--- config.mk ---
export PLATFORM = sky130hd
export DESIGN_NAME = matrix_transmitter
export DESIGN_NICKNAME = d
export VERILOG_FILES = /design/src/rtl/matrix_transmitter_pkg.sv /design/src/rtl/tx_frame_serializer.sv /design/src/rtl/matrix_transmitter.sv
export SDC_FILE = /design/constraint.sdc
export NUM_CORES = 1
export LEC_CHECK = 0
export ABC_AREA = 1
export CAP_MARGIN = 20
export CELL_PAD_IN_SITES_DETAIL_PLACEMENT = 0
export CELL_PAD_IN_SITES_GLOBAL_PLACEMENT = 1
export CORE_MARGIN = 2
export CORE_UTILIZATION = 51
export CTS_BUF_LIST = sky130_fd_sc_hd__clkbuf_4 sky130_fd_sc_hd__clkbuf_8
export DETAILED_ROUTE_END_ITERATION = 8
export HOLD_SLACK_MARGIN = 0.12
export PLACE_DENSITY = 0.88
export SETUP_SLACK_MARGIN = 0.5
export SKIP_LAST_GASP = 1
export SYNTH_ARGS = -nofsm -noshare
export SYNTH_HDL_FRONTEND = slang
export SYNTH_SLANG_ARGS = --single-unit
export TNS_END_PERCENT = 10
--- constraint.sdc ---
create_clock -name clk -period 11.16 [get_ports clk]
set_clock_uncertainty 0.2 [all_clocks]
set_input_delay 2.232 -clock clk [delete_from_list [all_inputs] [get_ports clk]]
set_output_delay 2.232 -clock clk [all_outputs]
set_load 0.005 [all_outputs]
--- src/rtl/matrix_transmitter_pkg.sv ---
// Shared codes for the matrix transmit path: command actions, parity modes,
// serial FSM state encoding and the number of cells each send action covers.
package matrix_transmitter_pkg;

    localparam logic [2:0] ACT_NOP  = 3'd0;
    localparam logic [2:0] ACT_WR   = 3'd1;
    localparam logic [2:0] ACT_CELL = 3'd2;
    localparam logic [2:0] ACT_ROW  = 3'd3;
    localparam logic [2:0] ACT_COL  = 3'd4;
    localparam logic [2:0] ACT_ALL  = 3'd5;

    localparam int PAR_NONE = 0;
    localparam int PAR_EVEN = 1;
    localparam int PAR_ODD  = 2;

    localparam logic [2:0] ST_IDLE   = 3'd0;
    localparam logic [2:0] ST_START  = 3'd1;
    localparam logic [2:0] ST_DATA   = 3'd2;
    localparam logic [2:0] ST_PARITY = 3'd3;
    localparam logic [2:0] ST_STOP   = 3'd4;
    localparam logic [2:0] ST_GAP    = 3'd5;

    function automatic logic [3:0] cells_for(input logic [2:0] act);
        case (act)
            ACT_CELL: cells_for = 4'd1;
            ACT_ROW:  cells_for = 4'd4;
            ACT_COL:  cells_for = 4'd2;
            ACT_ALL:  cells_for = 4'd8;
            default:  cells_for = 4'd0;
        endcase
    endfunction

endpackage

--- src/rtl/tx_frame_serializer.sv ---
// One UART frame per load: start, 8 data bits LSB first, optional parity, stop; DIV clocks per bit.
// tx is registered and goes low the clock after load; frame_done flags the last clock of the stop bit.
module tx_frame_serializer
    import matrix_transmitter_pkg::*;
#(
    parameter int DIV = 3,
    parameter int PAR = 0
) (
    input  logic       clk,
    input  logic       rst,
    input  logic       load,
    input  logic [7:0] data,
    output logic       tx,
    output logic       frame_done
);

    logic [2:0] state;
    logic [7:0] div_cnt;
    logic [2:0] bit_cnt;
    logic [7:0] shreg;
    logic       par_bit;
    logic       bit_end;

    assign bit_end    = (div_cnt == 8'(DIV - 1));
    assign frame_done = (state == ST_STOP) && bit_end;

    always_ff @(posedge clk or posedge rst) begin
        if (rst) begin
            state   <= ST_IDLE;
            div_cnt <= 8'd0;
            bit_cnt <= 3'd0;
            shreg   <= 8'd0;
            par_bit <= 1'b0;
            tx      <= 1'b1;
        end else if (load) begin
            state   <= ST_START;
            div_cnt <= 8'd0;
            bit_cnt <= 3'd0;
            shreg   <= data;
            par_bit <= (PAR == PAR_ODD) ? ~^data : ^data;
            tx      <= 1'b0;
        end else if (state != ST_IDLE) begin
            div_cnt <= bit_end ? 8'd0 : div_cnt + 8'd1;
            if (bit_end) begin
                case (state)
                    ST_START: begin
                        state <= ST_DATA;
                        tx    <= shreg[0];
                    end
                    ST_DATA: begin
                        if (bit_cnt == 3'd7) begin
                            if (PAR != PAR_NONE) begin
                                state <= ST_PARITY;
                                tx    <= par_bit;
                            end else begin
                                state <= ST_STOP;
                                tx    <= 1'b1;
                            end
                        end else begin
                            // shreg[0] always holds the bit currently on the line
                            bit_cnt <= bit_cnt + 3'd1;
                            shreg   <= {1'b0, shreg[7:1]};
                            tx      <= shreg[1];
                        end
                    end
                    ST_PARITY: begin
                        state <= ST_STOP;
                        tx    <= 1'b1;
                    end
                    default: state <= ST_IDLE;
                endcase
            end
        end
    end

endmodule

--- src/rtl/matrix_transmitter.sv ---
// 2x4 matrix of byte cells with host writes and row/column/all serial send commands.
// Commands are accepted only while idle; everything (writes included) is ignored while busy.
module matrix_transmitter
    import matrix_transmitter_pkg::*;
#(
    parameter int DIV = 3,
    parameter int PAR = 0,
    parameter int GAP = 2
) (
    input  logic       clk,
    input  logic       rst,
    input  logic       row,
    input  logic [1:0] col,
    input  logic [2:0] action,
    input  logic       start,
    input  logic [7:0] din,
    output logic       tx,
    output logic       busy,
    output logic       done
);

    logic [7:0] cells [8];
    logic [2:0] cmd_state;
    logic [2:0] cur_act;
    logic       cur_row;
    logic [1:0] cur_col;
    logic [3:0] cells_sent;
    logic [7:0] gap_cnt;

    logic       accept, send, more, gap_end, load, frame_done;
    logic       next_row;
    logic [1:0] next_col;
    logic [7:0] load_dat;

    assign accept  = start && !busy;
    assign send    = accept && (action >= ACT_CELL) && (action <= ACT_ALL);
    assign more    = (cells_sent + 4'd1) < cells_for(cur_act);
    assign gap_end = (cmd_state == ST_GAP) && (gap_cnt == 8'(GAP - 1));
    assign load    = send || gap_end || (frame_done && more && (GAP == 0));

    // cur_row/cur_col only advance at frame_done, so a back-to-back load must read the stepped cell
    assign load_dat = send       ? cells[{row, col}] :
                      frame_done ? cells[{next_row, next_col}] :
                                   cells[{cur_row, cur_col}];

    always_comb begin
        next_row = cur_row;
        next_col = cur_col;
        case (cur_act)
            ACT_ROW: next_col = cur_col + 2'd1;
            ACT_COL: next_row = ~cur_row;
            ACT_ALL: begin
                next_col = cur_col + 2'd1;
                if (cur_col == 2'd3)
                    next_row = ~cur_row;
            end
            default: ;
        endcase
    end

    always_ff @(posedge clk or posedge rst) begin
        if (rst) begin
            cmd_state  <= ST_IDLE;
            busy       <= 1'b0;
            done       <= 1'b0;
            cur_act    <= ACT_NOP;
            cur_row    <= 1'b0;
            cur_col    <= 2'd0;
            cells_sent <= 4'd0;
            gap_cnt    <= 8'd0;
            for (int i = 0; i < 8; i++)
                cells[i] <= 8'd0;
        end else begin
            done <= 1'b0;
            if (accept && (action == ACT_WR))
                cells[{row, col}] <= din;
            if (send) begin
                cmd_state  <= ST_START;
                busy       <= 1'b1;
                cur_act    <= action;
                cur_row    <= row;
                cur_col    <= col;
                cells_sent <= 4'd0;
            end else begin
                case (cmd_state)
                    ST_START: begin
                        if (frame_done) begin
                            if (more) begin
                                cells_sent <= cells_sent + 4'd1;
                                cur_row    <= next_row;
                                cur_col    <= next_col;
                                if (GAP != 0) begin
                                    cmd_state <= ST_GAP;
                                    gap_cnt   <= 8'd0;
                                end
                            end else begin
                                cmd_state <= ST_IDLE;
                                busy      <= 1'b0;
                                done      <= 1'b1;
                            end
                        end
                    end
                    ST_GAP: begin
                        if (gap_end)
                            cmd_state <= ST_START;
                        else
                            gap_cnt <= gap_cnt + 8'd1;
                    end
                    default: ;
                endcase
            end
        end
    end

    tx_frame_serializer #(
        .DIV (DIV),
        .PAR (PAR)
    ) u_ser (
        .clk        (clk),
        .rst        (rst),
        .load       (load),
        .data       (load_dat),
        .tx         (tx),
        .frame_done (frame_done)
    );

endmodule
# After elaboration in Yosys (flattened, before gate mapping)
# Cells that the tools add are included.
word_totals:
  mem_bits_rw: 0
  elab_cells: 158
  latchBits: 0
  romBits: 0
  memories: 0
  out_inout_bits: 3
  ff_bits: 110
classes:
  reduce_logical: 27
  magnitude_cmp: 7
  n_div: 0
  addsub: 5
  muxes: 70
  bitwise: 5
  n_mul: 0
  n_shift: 0
  eq_ne: 23
ops:
  columns: ["cell", "n"]
  rows:
  - ["$mux W8", 20]
  - ["$bmux W8 S3", 3]
  - ["$bwmux W64", 1]
  - ["$mux W3", 13]
  - ["$demux W8 S3", 1]
  - ["$mux W1", 17]
  - ["$add A8 B1 Y8 const B", 2]
  - ["$mux W4", 4]
  - ["$pmux W4 S4", 1]
  - ["$pmux W8 S2", 1]
  - ["$eq A3 B3 Y1 const B", 5]
  - ["$reduce_and A3 Y1", 5]
  - ["$reduce_bool A2 Y1", 7]
  - ["$eq A3 B2 Y1 const B", 4]
  - ["$ge A4 B4 Y1 const B", 3]
  - ["$not A3 Y4", 3]
  - ["$mux W2", 5]
  - ["$ne A2 B2 Y1 const B", 5]
  - ["$eq A3 B1 Y1 const B", 3]
  - ["$pmux W3 S3", 1]
  - ["$eq A8 B1 Y1 const B", 1]
  - ["$eq A8 B2 Y1 const B", 1]
  - ["$logic_and A1 B1 Y1", 7]
  - ["$ne A3 B3 Y1 const B", 2]
  - ["other kinds (20)", 22]

# Depth between registers and ports, before layout
# Gate-level depths: netlist of the first run.
depth:
  word_depth: 10
  ltp_mapped: 14
  mapped_depth_nobuf: 13

# By module
# From an unflattened synthesis of the first run, not the netlist that was laid out.
unflattened:
  cells_unflattened: 994
  area_unflattened_um2: 7064.3
modules_own_cells:
  columns: ["module", "seq_area_each_um2", "area_each_um2", "n_inst", "cells_per_inst"]
  rows:
  - ["matrix_transmitter", 2152.1, 5699.2, 1, 806]
  - ["tx_frame_serializer", 576.8, 1365.1, 1, 188]

# Worst setup path after synthesis of the first run
# Ideal clock, no wire load.
synth_path:
  kind: "input port to flip-flop"
  startpoint: "input start"
  endpoint: "register u_ser.bit_cnt[1]"
  setup_slack_ns: 7.520
  path_stages: 9
  t_arrival_ns: 3.314
  path_cell_list: "inv_1 > nor2_2 > nand3_1 > nand2_2 > inv_2 > nand2_2 > a31oi_2 > buf_4 > o21ai_0"
synth_via:
  elab_chain_len: 6
  elab_cells_between_ends: 10
  classes_between: "eq/ne: 1; mux: 1; reduce/logical: 8"
synth_rtl:
  columns: ["item", "line_no", "source"]
  rows:
  - ["start, declared", "matrix_transmitter.sv:15", "input logic start,"]
  - ["$logic_and A1 B1 Y1 *", "matrix_transmitter.sv:35", "assign accept = start && !busy;"]
  - ["$logic_and A1 B1 Y1 * (2 in a row)", "matrix_transmitter.sv:36", "assign send = accept && (action >= ACT_CELL) && (action <= ACT_ALL);"]
  - ["$logic_or A1 B1 Y1 *", "matrix_transmitter.sv:39", "assign load = send || gap_end || (frame_done && more && (GAP == 0));"]
  - ["$ne A2 B2 Y1 (no line) or $reduce_bool A2 Y1 (tied branches)", null, null]
  - ["$reduce_and A4 Y1 (no line)", null, null]
  - ["end signal, assigned", "tx_frame_serializer.sv:61", "bit_cnt <= bit_cnt + 3'd1;"]
  - ["end, declared", "tx_frame_serializer.sv:19", "logic [2:0] bit_cnt;"]
# Mark *: on every way between the ends. The rest lies on a longest branch, timed or not.
# A chain may end at the register's enable or synchronous reset.

# Final worst setup path of the first run
layout_path:
  startpoint: "input action[2]"
  endpoint: "register u_ser.div_cnt[6]"
layout_via:
  elab_chain_len: 5
  elab_cells_between_ends: 7
  classes_between: "order compare: 2; mux: 1; reduce/logical: 4"
layout_rtl:
  columns: ["item", "line_no", "source"]
  rows:
  - ["start, declared", "matrix_transmitter.sv:14", "input logic [2:0] action,"]
  - ["$ge A3 B2 Y1", "matrix_transmitter.sv:36", null]
  - ["$logic_and A1 B1 Y1", "matrix_transmitter.sv:36", null]
  - ["$logic_and A1 B1 Y1 *", "matrix_transmitter.sv:36", null]
  - ["$logic_or A1 B1 Y1 *", "matrix_transmitter.sv:39", null]
  - ["$mux W8 or $reduce_bool A2 Y1 (tied branches)", null, null]
  - ["end signal, assigned", "tx_frame_serializer.sv:43", "div_cnt <= bit_end ? 8'd0 : div_cnt + 8'd1;"]
  - ["end, declared", "tx_frame_serializer.sv:18", "logic [7:0] div_cnt;"]
# Marks and branches as above.

==> results.py, run 1 <==
metrics = {
    "global_routing": {
        "track_usage_pct": 30.7,
        "antenna_found_initial": 0,
        "grt_pass1_vias": 6479,
        "grt_pass1_wl_mm": 34.1,
        "grt-ovfl-total": 0,
        "grt_max_degree": 70,
    },
    "detailed_routing": {
        "routed_wl_mm": 20.8,
        "wl_met1_mm": 8.74,
        "ant_nets": 0,
        "drtIter0Drc": 574,
        "wl_met2_mm": 10.0,
        "routed_via_density": 5.86,
        "wl_met3_mm": 1.31,
        "vias": 6604,
        "top_layer_used": "met4",
        "firstDrtPassIters": 7,
        "drcViolationCount": 0,
        "routedWlPerCell_um": 18.5,
    },
    "timing": {
        "setup_tns_ns": 0,
        "worst_pin_slew_ns": 1.07,
        "rsz0062_at_grt": "false",
        "max_freq_mhz": 208,
        "finalHoldViolCount": 0,
        "slew_headroom_pct": 28.8,
        "drv_slew": 0,
        "period_share_pct": 43.1,
        "period_needed_ns": 4.81,
        "finalSetupViolations": 0,
    },
    "cts": {
        "hold_buffers": 0,
        "cts_sinks": 109,
        "clk_latency_ns": 0.42,
        "cts-buffers-inserted": 9,
        "cts_setup_buffers": 0,
        "cts_resized": 0,
        "cts_tree": "done",
        "cts-htree-levels": 3,
        "clockBufferDepth": 2,
        "clk_pin_slew_worst_paths_ns": 0.10,
        "cts_root_buf": "clkbuf_8",
    },
    "yosys": {
        "syn_area_um2": 6870,
        "ys.flop_type": "dfrtp_1",
        "synth_edf_count": 0,
        "synth_cell_types": 43,
        "ys_ff_latch": 109,
        "synthCells": 953,
        "synth_top_area_cell": "dfrtp_1",
        "synth_top_area_share_pct": 39.3,
        "synth_common_cells": "nand2_1, o21ai_0, nand3_1",
        "synth_most_common_cell": "nand2_1",
        "synth_nets": 981,
        "yosys_warnings": 0,
        "synthArstFlopShare_pct": 100,
        "ys_seq_area_share_pct": 39.7,
        "synth.area.top_cells": "dfrtp_1, nand2_1, o21ai_0, nand3_1, inv_1",
        "syn-mean-instance-area_um2": 7.21,
    },
    "die": {
        "die_h_um": 120,
        "initial_core_util_pct": 52.1,
        "die_area_um2": 14400,
        "die_w_um": 120,
        "core_area_um2": 13200,
        "rows": 42,
        "num_io_pins": 20,
    },
    "critical_path": {
        "cp.required_ns": 11.28,
        "critPathCaptureType": "flop",
        "path_class": "in -> reg",
        "critPathMaxFanout": 22,
        "worstPathCellList": "clkdlybuf4s50_1 -> inv_1 -> nand3_1 -> nand2_2 -> inv_2 -> nand2_2 -> nor2_1 -> inv_1 -> nand2_1 -> nor2_1 -> nor3_1",
        "start_kind": "input port",
        "max_stage_delay_ns": 0.65,
        "reg2reg_depth": 8,
        "slowest_stage": "nor2_1",
        "crit_arrival_ns": 4.93,
    },
    "worst_hold_path": {
        "hold_depth": 1,
        "min_path_type": "reg -> reg",
    },
    "layout": {
        "diodes": 0,
        "multi_input_area_um2": 3510,
        "drive_above_1_share_pct": 6.10,
        "nFillCells": 1289,
        "nets": 974,
        "regArea_um2": 2730,
        "synthToLayoutAreaGrowth_pct": 5.83,
    },
    "run_status": {
        "outcome": "complete, no violations",
    },
    "power": {
        "leakagePower_nw": 3.28,
        "ir_drop_uv": 91.5,
        "power.density_nw_per_um2": 175,
        "power_mw": 1.27,
    },
    "place": {
        "dp_hpwl_mm": 13.7,
        "port_buffers": 19,
        "place.gp.congestion": 0.907,
    },
    "run": {
        "cap_violations": 0,
    },
}
-- metrics by stage --
stage / cells / util (%) / instance area [um^2] / worst slack [ns] / hold WS, ns
2_1_floorplan: 953 / - / 6870 / 5.86 / 0.249
5_1_grt: 1127 / 55.1 / 7270 / 6.12 / 0.308
4_1_cts: 1127 / 55.1 / 7270 / 6.34 / 0.295
3_5_place_dp: 1111 / 53.7 / 7080 / 5.90 / 0.267
6_report: 1127 / 55.1 / 7270 / 6.35 / 0.293
3_3_place_gp: 1111 / 53.7 / 7080 / 6.03 / 0.264
-- report_power, final --
group / switching, mW / internal [mW] / leakage [nW]
registers: 0.0529 / 0.432 / 1.48
clock network: 0.154 / 0.0915 / 0.0947
logic: 0.371 / 0.171 / 1.71
-- cells in the final DEF (no fill, tap or decap), drive strengths merged, types with 15 or more instances in the layout --
cell           instances
a21oi                 39
nand2                236
clkdlybuf4s50         19
nor2                  59
nor3                  23
nand3                128
inv                  108
o211ai                15
dfrtp                108
o21ai                140
-- final cells by class --
cell class,count,share of cell area [%]
clock buffers,10,1.89
clock inverters,6,0.706
inverters,105,5.49
multi-input cells,698,48.3
flip-flops and latches,109,37.5
well taps,176,3.03
repair buffers,23,3.03
-- state kept, by name, indices dropped and copies added, names as in the netlist --
name,count
u_ser.bit_cnt,3
u_ser.shreg,8
u_ser.div_cnt,8
busy,1
cells_sent,4
u_ser.tx,1
cur_col,2
cells,64
cur_act,3
done,1
cur_row,1
cmd_state,2
gap_cnt,8
u_ser.state,3
-- kinds of logic (layout without fill, tap and decap cells) --
kind of cell	count (synthesis)	count (layout)	synth area share, %
AOI/OAI and AO/OA	208	208	16.4
xor gates and xnor gates	7	7	0.892
adders and majority gates	11	11	2.00
buffers and inverters	146	144	9.14
DFF	109	109	39.7
and+or+nand+nor	472	472	31.8
-- worst max-delay path, delay by kind of cell --
kind / cells / cell delay (ns)
AND/OR/NAND/NOR: 7 / 1.55
buffers and inverters: 4 / 1.13
-- path summary, 6_finish.rpt --
check	startpoint	end	slack, ns
min in group asynchronous	rst	gap_cnt[4]$_DFFE_PP0P_	2.02
hold / removal	u_ser.bit_cnt[0]$_DFFE_PP0P_	u_ser.bit_cnt[0]$_DFFE_PP0P_	0.29
hold reg to reg	u_ser.bit_cnt[0]$_DFFE_PP0P_	u_ser.bit_cnt[0]$_DFFE_PP0P_	0.29
max in group asynchronous	rst	u_ser.shreg[2]$_DFFE_PP0P_	7.42
setup / recovery	action[2]	u_ser.div_cnt[6]$_DFFE_PP0P_	6.35
setup reg to reg	cur_col[1]$_DFFE_PP0P_	u_ser.shreg[2]$_DFFE_PP0P_	7.94
-- per-layer routing --
layer	vias up	GRT usage, %
met5	-	0
met4	0	14.3
met3	63	5.09
met2	261	50.9
met1	3125	39.0
li1	3155	-
Note: power is estimated with default switching activity, not from simulation.
==> run 2: changes to the inputs <==
--- a/config.mk
+++ b/config.mk
@@ -10,11 +10,11 @@
 export CELL_PAD_IN_SITES_DETAIL_PLACEMENT = 0
 export CELL_PAD_IN_SITES_GLOBAL_PLACEMENT = 1
 export CORE_MARGIN = 2
-export CORE_UTILIZATION = 51
+export CORE_UTILIZATION = 47
 export CTS_BUF_LIST = sky130_fd_sc_hd__clkbuf_4 sky130_fd_sc_hd__clkbuf_8
 export DETAILED_ROUTE_END_ITERATION = 8
 export HOLD_SLACK_MARGIN = 0.12
-export PLACE_DENSITY = 0.88
+export PLACE_DENSITY = 0.82
 export SETUP_SLACK_MARGIN = 0.5
 export SKIP_LAST_GASP = 1
 export SYNTH_ARGS = -nofsm -noshare
==> constraint.sdc (replaced) <==
create_clock -name clk -period 4.9 [get_ports clk]
set_clock_uncertainty 0.2 [all_clocks]
set_input_delay 0.98 -clock clk [delete_from_list [all_inputs] [get_ports clk]]
set_output_delay 0.98 -clock clk [all_outputs]
set_load 0.005 [all_outputs]
==> results.py, run 2 (synthesis gave the netlist of run 1 again) <==
metrics = {
    "critical_path": {
        "worstPathCellList": "clkdlybuf4s50_1 -> inv_1 -> nand3_1 -> nand2_2 -> inv_2 -> nand2_2 -> a31oi_2 -> nor3_1 -> nand2_1 -> nand2_1",
        "cp.required_ns": 4.99,
        "start_kind": "input port",
        "path_delay_family": "buffers and inverters",
        "slowest_stage": "a31oi_2",
        "critPathCaptureType": "flop",
        "reg2reg_depth": 9,
        "crit_arrival_ns": 3.45,
        "max_stage_delay_ns": 0.79,
        "critPathMaxFanout": 22,
        "cp_num_cells": 10,
        "crit_buf_inv": 3,
        "path_class": "in -> reg",
    },
    "detailed_routing": {
        "routed_wl_mm": 20.2,
        "routedWlPerCell_um": 17.7,
        "vias": 6427,
        "ant_nets": 0,
        "drtIter0Drc": 693,
        "routed_via_density": 5.63,
        "firstDrtPassIters": 5,
        "drcViolationCount": 0,
    },
    "die": {
        "num_io_pins": 20,
        "die_w_um": 125,
        "rows": 44,
        "core_area_um2": 14400,
        "die_h_um": 125,
        "initial_core_util_pct": 47.6,
        "die_area_um2": 15600,
    },
    "timing": {
        "period_needed_ns": 3.36,
        "rsz0062_at_grt": "false",
        "drv_slew": 0,
        "worst_pin_slew_ns": 0.921,
        "setup_tns_ns": 0,
        "final.setup.worst_slack_ns": 1.54,
        "max_freq_mhz": 297,
        "finalHoldViolCount": 0,
        "period_share_pct": 68.7,
        "slew_headroom_pct": 38.4,
        "finalSetupViolations": 0,
    },
    "place": {
        "port_buffers": 19,
        "pre_cts_ws_ns": 1.15,
        "place.gp.congestion": 0.901,
        "dp_hpwl_mm": 13.6,
    },
    "global_routing": {
        "grt-ovfl-total": 0,
        "grt_pass1_vias": 6092,
        "grt_max_degree": 72,
        "track_usage_pct": 26.8,
        "antenna_found_initial": 0,
        "grt_pass1_wl_mm": 33.1,
    },
    "run": {
        "cap_violations": 0,
    },
    "cts": {
        "cts-htree-levels": 3,
        "cts_setup_buffers": 0,
        "clk_pin_slew_worst_paths_ns": 0.10,
        "cts_tree": "done",
        "hold_buffers": 0,
        "cts_root_buf": "clkbuf_8",
        "cts_sinks": 109,
        "cts-buffers-inserted": 9,
        "clk_latency_ns": 0.40,
        "cts_resized": 0,
        "clockBufferDepth": 2,
    },
    "layout": {
        "drive_above_1_share_pct": 6.69,
        "multi_input_area_um2": 3510,
        "diodes": 0,
        "final_common_cell": "nand2_1",
        "nFillCells": 1461,
        "synthToLayoutAreaGrowth_pct": 7.47,
        "most-common-layout-cells": "nand2_1, o21ai_0, nand3_1",
        "top_register": "cells",
        "regArea_um2": 2730,
        "largest_register_ffs": 64,
        "nets": 980,
    },
    "power": {
        "leakagePower_nw": 3.33,
        "ir_drop_uv": 213,
        "power.density_nw_per_um2": 404,
    },
    "run_status": {
        "outcome": "complete, no violations",
    },
    "worst_hold_path": {
        "hold_depth": 2,
        "min_path_type": "reg -> reg",
    },
}
[run 2: final cells by class]
class / count / share of cell area [%]
multi-input combinational: 698 / 47.6
sequential: 109 / 37.0
inverter: 105 / 5.41
timing repair buffer: 29 / 3.59
tap: 184 / 3.12
clock buffer: 9 / 1.68
clock inverter: 7 / 1.66
[run 2: power breakdown]
group          total, mW  internal [mW]  switching (mW)
Combinational       1.22          0.402           0.820
Sequential          1.09          0.985           0.106
Clock              0.673          0.342           0.331
Total               2.99           1.73            1.26
[run 2: worst register-to-register path: stages, from the launching register on]
cell     delay [ns]
dfrtp_1        0.78
nand3_1        0.67
nand2_4        0.47
nand2_1        0.10
nand3_1        0.09
nand3_1        0.10
nand3_1        0.08
nand2_1        0.11
nand2_1        0.08
nand2_1        0.05
[run 2: worst paths after layout]
check / startpoint / endpoint / slack [ns]
worst max-delay path: action[2] / u_ser.shreg[3]$_DFFE_PP0P_ / 1.54
worst min-delay path: u_ser.tx$_DFFE_PP1P_ / u_ser.tx$_DFFE_PP1P_ / 0.29
worst max register to register: cur_col[0]$_DFFE_PP0P_ / u_ser.shreg[5]$_DFFE_PP0P_ / 2.08
worst min register to register: u_ser.tx$_DFFE_PP1P_ / u_ser.tx$_DFFE_PP1P_ / 0.29
max in group asynchronous: rst / cells[40]$_DFFE_PP0P_ / 2.73
min in group asynchronous: rst / gap_cnt[4]$_DFFE_PP0P_ / 0.92
[run 2: per-stage QoR]
step	instance area, um^2	instances	util [%]	hold slack [ns]	power (mW)
after floorplan	6870	953	-	0.249	2.03
after global placement	7140	1125	49.5	0.267	2.31
after detailed placement	7140	1125	49.5	0.272	2.31
after CTS	7380	1141	51.2	0.295	2.99
after global routing	7380	1141	51.2	0.319	3.20
final	7380	1141	51.2	0.289	2.99
[run 2: routing by layer]
layer	wire [um]	global-route usage [%]
met5	0	0
met1	8930	36.5
met3	1430	5.46
met4	370	7.78
met2	9440	43.6
==> run 3: changes to the inputs <==
==> constraint.sdc (replaced) <==
create_clock -name clk -period 3.2 [get_ports clk]
set_clock_uncertainty 0.2 [all_clocks]
set_input_delay 0.64 -clock clk [delete_from_list [all_inputs] [get_ports clk]]
set_output_delay 0.64 -clock clk [all_outputs]
set_load 0.005 [all_outputs]
==> results.py, run 3 (synthesis gave the netlist of run 1 again) <==
metrics = {
    "cts": {
        "cts_root_buf": "clkbuf_8",
        "cts_tree": "done",
        "cts_resized": 0,
        "cts_sinks": 109,
        "clk_pin_slew_worst_paths_ns": 0.11,
        "clk_latency_ns": 0.41,
        "clockBufferDepth": 2,
        "cts_setup_buffers": 0,
        "hold_buffers": 0,
        "cts-htree-levels": 3,
        "cts-buffers-inserted": 9,
    },
    "timing": {
        "finalHoldViolCount": 0,
        "max_freq_mhz": 407,
        "slew_headroom_pct": 53.6,
        "setup_tns_ns": 0,
        "rsz0062_at_grt": "false",
        "period_share_pct": 76.7,
        "worst_pin_slew_ns": 0.694,
        "drv_slew": 0,
        "finalSetupViolations": 0,
        "period_needed_ns": 2.45,
        "final.setup.worst_slack_ns": 0.745,
    },
    "global_routing": {
        "antenna_found_initial": 0,
        "track_usage_pct": 27.4,
        "grt_max_degree": 110,
        "grt_pass1_vias": 6047,
        "grt-ovfl-total": 0,
        "grt_pass1_wl_mm": 33.6,
    },
    "critical_path": {
        "reg2reg_depth": 11,
        "crit_top_cell": "nand2_1",
        "rr_startpoint": "cur_col[0]$_DFFE_PP0P_",
        "rr_endpoint": "u_ser.shreg[1]$_DFFE_PP0P_",
        "critPathMaxFanout": 22,
        "rrSetupSlack_ns": 0.75,
        "max_stage_delay_ns": 0.40,
        "cp.required_ns": 3.31,
        "start_kind": "flop",
        "crit_arrival_ns": 2.57,
        "worstPathCellList": "buf_4 -> inv_1 -> nand3_4 -> nand2_8 -> nand2_1 -> nand3_1 -> nand3_1 -> nand3_1 -> nand2_1 -> nand2_1 -> nand2_1",
        "path_class": "reg -> reg",
        "critPathCaptureType": "flop",
        "slowest_stage": "dfrtp_1",
    },
    "power": {
        "seqPwrFrac_pct": 37.2,
        "power.density_nw_per_um2": 595,
        "pwr-share-comb_pct": 43.7,
        "clkPwrFrac_pct": 19.0,
        "intPower_mw": 2.46,
        "ir_drop_uv": 311,
        "power_mw": 4.43,
        "switchingPower_mw": 1.97,
        "swShare_pct": 44.4,
        "leakagePower_nw": 3.37,
    },
    "detailed_routing": {
        "vias": 6360,
        "wl_met2_mm": 9.61,
        "drcViolationCount": 0,
        "wl_met1_mm": 9.34,
        "routedWlPerCell_um": 17.9,
        "routed_wl_mm": 20.6,
        "routed_via_density": 5.52,
        "top_layer_used": "met4",
        "drtIter0Drc": 626,
        "firstDrtPassIters": 5,
        "ant_nets": 0,
        "wl_met3_mm": 1.18,
    },
    "die": {
        "die_h_um": 125,
        "die_w_um": 125,
        "die_area_um2": 15600,
        "num_io_pins": 20,
        "initial_core_util_pct": 47.6,
        "rows": 44,
        "core_area_um2": 14400,
    },
    "layout": {
        "design_area_um2": 7440,
        "drive_above_1_share_pct": 7.75,
        "final_common_cell": "nand2_1",
        "nFillCells": 1479,
        "top_register": "cells",
        "nets": 991,
        "synthToLayoutAreaGrowth_pct": 8.30,
        "largest_register_ffs": 64,
        "most-common-layout-cells": "nand2_1, o21ai_0, nand3_1",
        "diodes": 0,
    },
    "run_status": {
        "outcome": "complete, no violations",
    },
    "worst_hold_path": {
        "hp-start": "u_ser.tx$_DFFE_PP1P_",
        "min_path_type": "reg -> reg",
        "hold_depth": 2,
        "min_to": "u_ser.tx$_DFFE_PP1P_",
    },
    "place": {
        "pre_cts_ws_ns": 0.364,
        "dp_hpwl_mm": 13.8,
        "port_buffers": 19,
        "dpl_cell_area_um2": 7260,
        "place.gp.congestion": 0.891,
    },
    "run": {
        "cap_violations": 0,
    },
}
[run 3: cell types whose count changed in the layout (fill, tap and decap cells not counted)]
cell       previous run  this run
buf_12                0         3
inv_6                 1         5
buf_4                10        18
clkbuf_4              0         1
inv_4                 1         0
bufinv_16             3         0
clkinv_4              1         0
[run 3: worst max path at each step]
| stage | slack, ns | endpoint | depth (start not counted) | startpoint |
|---|---|---|---|---|
| 3_5_place_dp | 0.36 | u_ser.div_cnt[6]$_DFFE_PP0P_ | 11 | action[2] |
| 3_3_place_gp | 0.39 | u_ser.div_cnt[6]$_DFFE_PP0P_ | 11 | action[2] |
| 5_1_grt | 0.52 | cur_col[1]$_DFFE_PP0P_ | 13 | cells_sent[0]$_DFFE_PP0P_ |
| 4_1_cts | 0.79 | u_ser.shreg[2]$_DFFE_PP0P_ | 11 | cur_col[0]$_DFFE_PP0P_ |
| 2_1_floorplan | 1.05 | busy$_DFFE_PP0P_ | 1 | rst |
| 6_report | 0.75 | u_ser.shreg[1]$_DFFE_PP0P_ | 11 | cur_col[0]$_DFFE_PP0P_ |
[run 3: cell type report]
class | instances | area [um^2] | share of cell area (%)
Clock buffer | 10 | 131 | 1.77
Clock inverter | 6 | 51.3 | 0.689
Inverter | 105 | 400 | 5.38
Multi-Input combinational cell | 698 | 3510 | 47.2
Sequential cell | 109 | 2730 | 36.7
Tap cell | 184 | 230 | 3.09
Timing Repair Buffer | 40 | 385 | 5.18
[run 3: worst max-delay path, delay by kind of cell, from the launching register on]
family	cells	cell delay [ns]
and+or+nand+nor	9	1.17
buffers and inverters	2	0.57
DFF	1	0.40
[run 3: through the flow]
| stage | cells | utilization [%] | hold slack, ns |
|---|---|---|---|
| 6_report | 1152 | 51.6 | 0.292 |
| 5_1_grt | 1152 | 51.6 | 0.317 |
| 4_1_cts | 1152 | 51.6 | 0.297 |
| 3_5_place_dp | 1136 | 50.3 | 0.270 |
| 3_3_place_gp | 1136 | 50.3 | 0.266 |
| 2_1_floorplan | 953 | - | 0.249 |
[run 3: metal layers]
metal / track usage (%) / up-vias
met5: 0 / -
met4: 9.02 / 0
met3: 4.55 / 33
met2: 44.1 / 199
met1: 37.9 / 2935
li1: - / 3193
[run 3: power by group through the flow]
stage / clock, mW / sequential, mW / combinational [mW]
floorplan: 0 / 1.63 / 1.48
finish: 0.843 / 1.65 / 1.94
detailed placement: 0 / 1.68 / 1.91
CTS: 0.874 / 1.65 / 1.92
global route: 0.911 / 1.67 / 2.16
global placement: 0 / 1.67 / 1.91
